File: config.mk
export PLATFORM = sky130hd
export DESIGN_NAME = uart_fifo_core
export DESIGN_NICKNAME = d
export VERILOG_FILES = /design/src/rtl/uart_fifo_core.sv
export SDC_FILE = /design/constraint.sdc
export NUM_CORES = 1
export LEC_CHECK = 0
export ABC_CLOCK_PERIOD_IN_PS = 5100
export BUFFER_PORTS_ARGS = -buffer_cell sky130_fd_sc_hd__buf_2
export CORE_MARGIN = 2
export CORE_UTILIZATION = 45
export DETAILED_ROUTE_END_ITERATION = 12
export GPL_ROUTABILITY_DRIVEN = 0
export SLEW_MARGIN = 20
export SYNTH_ARGS = -nofsm -noshare
export SYNTH_HDL_FRONTEND = slang
export SYNTH_SLANG_ARGS = --single-unit
File: constraint.sdc
create_clock -name clk -period 5.1 [get_ports clk]
set_input_delay 1.02 -clock clk [delete_from_list [all_inputs] [get_ports clk]]
set_output_delay 1.02 -clock clk [all_outputs]
set_load 0.02 [all_outputs]
File: src/rtl/uart_fifo_core.sv
// Parametrised UART transceiver with TX/RX FIFOs, configurable framing and sticky RX error flags.
module uart_fifo_core #(
  parameter int unsigned clk_freq       = 100000000,
  parameter int unsigned uart_baud_rate = 115200,
  parameter int unsigned data_bits      = 8,
  parameter int unsigned parity         = 0,
  parameter int unsigned stop_bits      = 1,
  parameter int unsigned fifo_depth     = 16
) (
  input  logic                        clk,
  input  logic                        rst,
  input  logic [data_bits-1:0]        tx_data,
  input  logic                        tx_valid,
  output logic                        tx_ready,
  output logic [data_bits-1:0]        rx_data,
  output logic                        rx_valid,
  input  logic                        rx_ready,
  output logic [$clog2(fifo_depth):0] tx_count,
  output logic [$clog2(fifo_depth):0] rx_count,
  output logic                        tx_busy,
  output logic                        rx_frame_err,
  output logic                        rx_parity_err,
  output logic                        rx_overrun,
  input  logic                        err_clr,
  input  logic                        uart_rxd,
  output logic                        uart_txd
);
  localparam int unsigned divisor = clk_freq / uart_baud_rate;
  localparam int unsigned aw = $clog2(fifo_depth);
  localparam int unsigned cw = aw + 1;
  localparam int unsigned bw = $clog2(divisor * stop_bits + 1);
  localparam int unsigned iw = $clog2(data_bits);
  localparam logic [bw-1:0] bit_last  = bw'(divisor - 1);
  localparam logic [bw-1:0] half_last = bw'(divisor / 2 - 1);
  localparam logic [bw-1:0] stop_last = bw'(divisor * stop_bits - 1);
  localparam logic [iw-1:0] idx_last  = iw'(data_bits - 1);
  localparam logic par_odd = 1'(parity == 1);

  localparam logic [2:0] st_idle   = 3'd0;
  localparam logic [2:0] st_start  = 3'd1;
  localparam logic [2:0] st_data   = 3'd2;
  localparam logic [2:0] st_parity = 3'd3;
  localparam logic [2:0] st_stop   = 3'd4;
  localparam logic [2:0] st_break  = 3'd5;

  // TX FIFO
  logic [data_bits-1:0] tx_mem [fifo_depth];
  logic [aw-1:0]        tx_wr, tx_rd;
  logic                 tx_push, tx_pop;

  assign tx_ready = (tx_count != cw'(fifo_depth));
  assign tx_push  = tx_valid & tx_ready;

  always_ff @(posedge clk) begin
    if (tx_push) tx_mem[tx_wr] <= tx_data;
  end

  always_ff @(posedge clk) begin
    if (rst) begin
      tx_wr    <= '0;
      tx_rd    <= '0;
      tx_count <= '0;
    end else begin
      if (tx_push) tx_wr <= tx_wr + aw'(1);
      if (tx_pop)  tx_rd <= tx_rd + aw'(1);
      tx_count <= tx_count + cw'(tx_push) - cw'(tx_pop);
    end
  end

  // TX FSM; uart_txd is registered from the current state so it trails the state by one cycle
  logic [2:0]           tx_state, tx_state_n;
  logic [bw-1:0]        tx_cnt, tx_cnt_n;
  logic [iw-1:0]        tx_idx, tx_idx_n;
  logic [data_bits-1:0] tx_shift, tx_shift_n;
  logic                 txd_c;

  always_ff @(posedge clk) begin
    if (rst) begin
      tx_state <= st_idle;
      tx_cnt   <= '0;
      tx_idx   <= '0;
      tx_shift <= '0;
      uart_txd <= 1'b1;
    end else begin
      tx_state <= tx_state_n;
      tx_cnt   <= tx_cnt_n;
      tx_idx   <= tx_idx_n;
      tx_shift <= tx_shift_n;
      uart_txd <= txd_c;
    end
  end

  always_comb begin
    tx_state_n = tx_state;
    tx_cnt_n   = tx_cnt + bw'(1);
    tx_idx_n   = tx_idx;
    tx_shift_n = tx_shift;
    tx_pop     = 1'b0;
    txd_c      = 1'b1;
    case (tx_state)
      st_idle: begin
        tx_cnt_n = '0;
        tx_idx_n = '0;
        if (tx_count != '0) begin
          tx_pop     = 1'b1;
          tx_shift_n = tx_mem[tx_rd];
          tx_state_n = st_start;
        end
      end
      st_start: begin
        txd_c = 1'b0;
        if (tx_cnt == bit_last) begin
          tx_cnt_n   = '0;
          tx_idx_n   = '0;
          tx_state_n = st_data;
        end
      end
      st_data: begin
        txd_c = tx_shift[tx_idx];
        if (tx_cnt == bit_last) begin
          tx_cnt_n = '0;
          tx_idx_n = tx_idx + iw'(1);
          if (tx_idx == idx_last) tx_state_n = (parity != 0) ? st_parity : st_stop;
        end
      end
      st_parity: begin
        txd_c = ^tx_shift ^ par_odd;
        if (tx_cnt == bit_last) begin
          tx_cnt_n   = '0;
          tx_state_n = st_stop;
        end
      end
      st_stop: begin
        if (tx_cnt == stop_last) begin
          tx_cnt_n = '0;
          if (tx_count != '0) begin
            tx_pop     = 1'b1;
            tx_shift_n = tx_mem[tx_rd];
            tx_state_n = st_start;
          end else begin
            tx_state_n = st_idle;
          end
        end
      end
      default: tx_state_n = st_idle;
    endcase
  end

  assign tx_busy = (tx_state != st_idle);

  // RX FIFO; head is forced to zero while empty so reset leaves rx_data at 0
  logic [data_bits-1:0] rx_mem [fifo_depth];
  logic [aw-1:0]        rx_wr, rx_rd;
  logic                 rx_push, rx_pop, rx_full, rx_good;

  assign rx_full  = (rx_count == cw'(fifo_depth));
  assign rx_valid = (rx_count != '0);
  assign rx_pop   = rx_ready & rx_valid;
  assign rx_push  = rx_good & (~rx_full | rx_pop);
  assign rx_data  = rx_valid ? rx_mem[rx_rd] : '0;

  // RX FSM with 2-FF synchroniser; only the first stop bit is sampled
  logic [1:0]           rx_sync;
  logic [2:0]           rx_state, rx_state_n;
  logic [bw-1:0]        rx_cnt, rx_cnt_n;
  logic [iw-1:0]        rx_idx, rx_idx_n;
  logic [data_bits-1:0] rx_shift, rx_shift_n;
  logic                 rx_par_bad, rx_par_bad_n, rx_good_n, frame_set, par_set, rxs;

  assign rxs = rx_sync[1];

  always_ff @(posedge clk) begin
    if (rx_push) rx_mem[rx_wr] <= rx_shift;
  end

  always_ff @(posedge clk) begin
    if (rst) begin
      rx_sync       <= 2'b11;
      rx_state      <= st_idle;
      rx_cnt        <= '0;
      rx_idx        <= '0;
      rx_shift      <= '0;
      rx_par_bad    <= 1'b0;
      rx_good       <= 1'b0;
      rx_wr         <= '0;
      rx_rd         <= '0;
      rx_count      <= '0;
      rx_frame_err  <= 1'b0;
      rx_parity_err <= 1'b0;
      rx_overrun    <= 1'b0;
    end else begin
      rx_sync       <= {rx_sync[0], uart_rxd};
      rx_state      <= rx_state_n;
      rx_cnt        <= rx_cnt_n;
      rx_idx        <= rx_idx_n;
      rx_shift      <= rx_shift_n;
      rx_par_bad    <= rx_par_bad_n;
      rx_good       <= rx_good_n;
      if (rx_push) rx_wr <= rx_wr + aw'(1);
      if (rx_pop)  rx_rd <= rx_rd + aw'(1);
      rx_count      <= rx_count + cw'(rx_push) - cw'(rx_pop);
      rx_frame_err  <= (rx_frame_err & ~err_clr) | frame_set;
      rx_parity_err <= (rx_parity_err & ~err_clr) | par_set;
      rx_overrun    <= (rx_overrun & ~err_clr) | (rx_good & rx_full & ~rx_pop);
    end
  end

  always_comb begin
    rx_state_n   = rx_state;
    rx_cnt_n     = rx_cnt + bw'(1);
    rx_idx_n     = rx_idx;
    rx_shift_n   = rx_shift;
    rx_par_bad_n = rx_par_bad;
    rx_good_n    = 1'b0;
    frame_set    = 1'b0;
    par_set      = 1'b0;
    case (rx_state)
      st_idle: begin
        rx_cnt_n = '0;
        if (!rxs) rx_state_n = st_start;
      end
      st_start: begin
        if (rx_cnt == half_last) begin
          rx_cnt_n     = '0;
          rx_idx_n     = '0;
          rx_par_bad_n = 1'b0;
          rx_state_n   = rxs ? st_idle : st_data;
        end
      end
      st_data: begin
        if (rx_cnt == bit_last) begin
          rx_cnt_n   = '0;
          rx_shift_n = {rxs, rx_shift[data_bits-1:1]};
          rx_idx_n   = rx_idx + iw'(1);
          if (rx_idx == idx_last) rx_state_n = (parity != 0) ? st_parity : st_stop;
        end
      end
      st_parity: begin
        if (rx_cnt == bit_last) begin
          rx_cnt_n   = '0;
          rx_state_n = st_stop;
          if (rxs != (^rx_shift ^ par_odd)) begin
            rx_par_bad_n = 1'b1;
            par_set      = 1'b1;
          end
        end
      end
      st_stop: begin
        if (rx_cnt == bit_last) begin
          rx_cnt_n = '0;
          if (!rxs) begin
            frame_set  = 1'b1;
            rx_state_n = st_break;
          end else begin
            rx_good_n  = ~rx_par_bad;
            rx_state_n = st_idle;
          end
        end
      end
      st_break: begin
        rx_cnt_n = '0;
        if (rxs) rx_state_n = st_idle;
      end
      default: rx_state_n = st_idle;
    endcase
  end
endmodule

---- Yosys cells after proc, flatten, opt, wreduce, memory -nomap -nowiden ----
Memory sizes are Yosys's and may differ from the RTL's. A register that Yosys moved wholly into a read port is not among the register bits.
Index checks and enable logic that the tools add are counted.
cells by class
  equality and inequality tests ........... 31
  order comparisons ....................... 1
  reduce and logical (&&, ||, !) cells .... 22
  $add $sub $neg .......................... 12
  bitwise operators ....................... 19
  multiplexer cells ....................... 57
operator list
  kind                                            count
  2-to-1 mux 3 bit                                18
  2-to-1 mux 10 bit                               3
  one-hot mux 10 bit (3 select lines)             1
  inequality test 2 bit, second input constant    14
  2-to-1 mux 8 bit                                3
  adder 10 x 1 -> 10 bit, second input constant   2
  == test 10 bit, second input constant           2
  one-hot mux 10 bit (2 select lines)             1
  one-hot mux 3 bit (6 select lines)              1
  2-to-1 mux 1 bit                                17
  adder 4 x 1 -> 4 bit, second input constant     4
  2-to-1 mux 4 bit                                4
  one-hot mux 8 bit (2 select lines)              1
  XOR reduction 8 bit                             2
  == test 3 bit, second input constant            5
  one-hot mux 3 bit (5 select lines)              1
  == test 3 x 2 -> 1 bit, second input constant   4
  adder 5 x 1 -> 5 bit                            2
  == test 10 x 9 -> 1 bit, second input constant  1
  nonzero test 5 bit                              2
  subtractor 5 x 1 -> 5 bit                       2
  one-hot mux 3 bit (3 select lines)              1
  AND 1 bit                                       8
  OR reduction 4 bit                              2
  23 further kinds                                41
word-level totals
  input port bits ......................... 14
  output and inout port bits .............. 25
  word-level logic and storage cells ...... 165
  memory bits (writable) .................. 256
  memories ................................ 2
  flip-flop bits (word level) ............. 82
memory list
  name    words  bits a word  read ports  clocked after memory_dff  write ports  RTL line  RTL
  rx_mem  16     8            1           1                         1            152       logic [data_bits-1:0] rx_mem [fifo_depth];
  tx_mem  16     8            1           1                         1            47        logic [data_bits-1:0] tx_mem [fifo_depth];

---- Logic depth before layout (Yosys ltp) ----
  depth in word-level cells ............... 6
  gate-level depth with buffers ........... 15

---- Least setup slack after synthesis ----
OpenSTA, ideal clock, no wires.
  path kind ............................... reg-to-reg
  start ................................... reg tx_cnt[0]
  end ..................................... reg tx_count[4]
  arrival time ............................ 2.963 ns
  setup time .............................. 0.128 ns
  data required time ...................... 4.972 ns
  path slack .............................. 2.009 ns
  stages on the path, launching flop included .. 16
  buffers on the path ..................... 2
  cell sequence ........................... dfxtp_1 ha_1 or3b_1 or4_1 buf_2 a21o_1 clkbuf_1 nand2_1 nand2_1 ha_1 fa_1 a21oi_1 nor2_1 nor2_1 xnor2_1 nor2_1
on the way
  longest elaborated chain between the ends .. 4
ends and longest elaborated chain
  what                                RTL line  RTL
  from (decl)                         72        logic [bw-1:0] tx_cnt, tx_cnt_n;
  from (signal assigned)              86        tx_cnt <= tx_cnt_n;
  == test 10 bit                      134       if (tx_cnt == stop_last) begin
  2-to-1 mux 1 bit                    134
  one-hot mux 1 bit (2 select lines)  100       case (tx_state)
  subtractor 5 x 1 -> 5 bit           66        tx_count <= tx_count + cw'(tx_push) - cw'(tx_pop);
  to (signal assigned)                66
  to (decl)                           18        output logic [$clog2(fifo_depth):0] tx_count,
No other way between the ends.
A chain may end at the register's enable or synchronous reset.

==> run metrics <==
synthesized flop and latch total 346; worst-path maximum fanout 32; TNS Setup 0 ns; initial drt markers 653; Die X 180 um; RSZ-0062 raised after global routing false; area delta synth->final 12.9%; Final Hold Fails 0; clk_lat worst skew 0.53 ns; final slew viol count 0; max-cap viol count 0; core area 0.0306 mm2; Worst R2R Start tx_cnt[0]$_SDFF_PP0_; Final WS setup 1.27 ns; post-route ant nets 0; Final period util 0.750; Final nets 985; Peak VDD IR 0.000287 V; Max Clock Freq 0.261 GHz; Resized cells post-CTS 0; Ports 39; Starting Density 0.458; Layout Cells excl Fill 1365; worst slack, placed 1.54 ns; setup repair bufs after CTS 0; clock skew 0.0246 ns; CTS Buffer Depth 3; CTS tree built; Root Buffer clkbuf_16; Routed WL per cell 20.6 um; clk slew on worst S/H paths 0.06 ns; FFs w/ async S/R, synth 0; first-pass GRT wire length 43.6 mm; antenna violations before repair 0; number of synthesized flops with an enable pin 256; Worst Setup End Kind output pin; Rows 64; outcome finished, final reports clean; leakage 5.24 nW; yosys warns 0; min Tclk post-route 3.83 ns; Setup crit start kind flip-flop; largest family of logic cells by synthesized area multiplexers; WL final 28.1 mm; endpoints failing setup 0; synthesized area per cell 15.7 um2; critical path type flip-flop to output pin; largest net degree at the start of global routing 49; Simple-Gate Fraction of Synth Area 0.0821; Main synth FF type edfxtp_1; most frequent cells in the layout edfxtp_1 (256), dfxtp_1 (88), nor2_1 (84); mux cell area share after synthesis 0.123; Layout fillers 2560; Final Core Density 0.517; PortBufs 38; Syn Nets 933; Netlist Area Pre-Place 0.0140 mm2; die area 0.0325 mm2; clock tree sinks 346; r2r setup slk 1.54 ns; routed vias/inst 5.48; xor and xnor fraction of the mapped netlist area 0.0310; count of cell types in the netlist 51; diode count 0; hold crit path type flip-flop to flip-flop; H-tree levels 2; vias in the first global route 7507; Global Route Usage Sum 0.174; HPWL Detailed 17.0 mm; Worst R2R End tx_count[4]$_SDFF_PP0_; Synth Instances 889; Slew @ Worst Pin 1.14 ns; Hold Path Sink rx_sync[1]$_SDFF_PP1_; Die Y 180 um; placed cells 1298; max_slew headroom 0.237; worst path arrival time 2.81 ns; hold depth 1; Via Count 7480; worst hold path startpoint rx_sync[0]$_SDFF_PP1_; reg2reg path depth 11; commonest non-fill, non-tap cell in the layout edfxtp_1; compound-cell area share of the yosys netlist 0.0380; share of cells above drive strength 1 0.201; PD cells 467 mW/mm2; DRC violations left 0; drt pass-1 iters 4; Post-CTS Hold Buffers 0; Inserted Clock Buffers 37; register area share after synthesis 0.678; grt total ovfl 0; CP Data Required Time 4.08 ns; Adder-Cell Fraction of Synth Area 0.0294
layer usage:
metal | GRT usage | wire length, um | vias up
met2 | 0.296 | 13900 | 169
met5 | 0 | 0 | -
met4 | 0.0526 | 711 | 0
met3 | 0.0305 | 1380 | 53
li1 | - | - | 3490
met1 | 0.230 | 12100 | 3768
sequential cells by signal (all words and copies together) (netlist names), 5 cells and up, named ones only:
name      count
tx_cnt       10
rx_shift      8
tx_count      5
rx_count      5
tx_shift      8
rx_mem      128
tx_mem      128
rx_cnt       10
critical path: stages (launching register included):
cell,delay (ns)
dfxtp_2,0.31
buf_4,0.53
mux4_2,0.59
mux4_2,0.47
and2_1,0.20
buf_2,0.16
stage by stage:
step / total power (W) / hold slack (ns) / instance area (um2)
global route: 0.00775 / 0.423 / 15800
finish: 0.00739 / 0.406 / 15800
floorplan: 0.00455 / 0.389 / 14000
global placement: 0.00495 / 0.397 / 14700
CTS: 0.00749 / 0.407 / 15800
detailed placement: 0.00497 / 0.393 / 14700
kinds of logic (layout without fill, tap and decap cells):
| family | Yosys count | after routing |
|---|---|---|
| and+or+nand+nor | 234 | 234 |
| muxes | 80 | 80 |
| adders and majority gates | 32 | 32 |
| buffers and inverters | 66 | 146 |
| xor gates and xnor gates | 48 | 48 |
| AOI/OAI and AO/OA | 83 | 83 |
| DFF | 346 | 346 |
final cells by class:
cell class,instances,area [um2],share of cell area
Multi-Input combinational cell,477,4280,0.271
Clock inverter,19,164,0.0104
Tap cell,396,495,0.0313
Inverter,25,93.8,0.00593
Sequential cell,346,9490,0.600
Timing Repair Buffer,54,310,0.0196
Clock buffer,48,977,0.0618
worst max-delay path by stage:
stage	slack [ns]	endpoint
after floorplan	2.01	tx_count[4]$_SDFF_PP0_
after global placement	1.63	tx_count[4]$_SDFF_PP0_
after detailed placement	1.54	tx_count[4]$_SDFF_PP0_
after CTS	1.21	rx_data[3]
after global routing	1.11	rx_data[3]
final	1.27	rx_data[3]
power by group:
| part | internal (W) | switching (W) |
|---|---|---|
| logic | 0.000778 | 0.000823 |
| registers | 0.00314 | 0.000132 |
| clock network | 0.00146 | 0.00106 |
| total | 0.00538 | 0.00201 |
cells in the mapped netlist (all sizes together) (6+ instances only):
cell,number,share of area
nor3,13,0.0050
mux4,74,0.12
xor2,17,0.011
nor2b,10,0.0045
ha,28,0.025
nand2b,11,0.0049
nor2,86,0.023
buf,13,0.0042
xnor2,30,0.019
nand4,8,0.0036
a21o,11,0.0059
a21oi,36,0.013
clkbuf,28,0.0075
and2,10,0.0045
mux2i,6,0.0043
nand3,19,0.0068
a22oi,16,0.0086
inv,25,0.0067
edfxtp,256,0.55
dfxtp,90,0.13
nand2,44,0.012
Note: power is estimated with default switching activity, not from simulation.
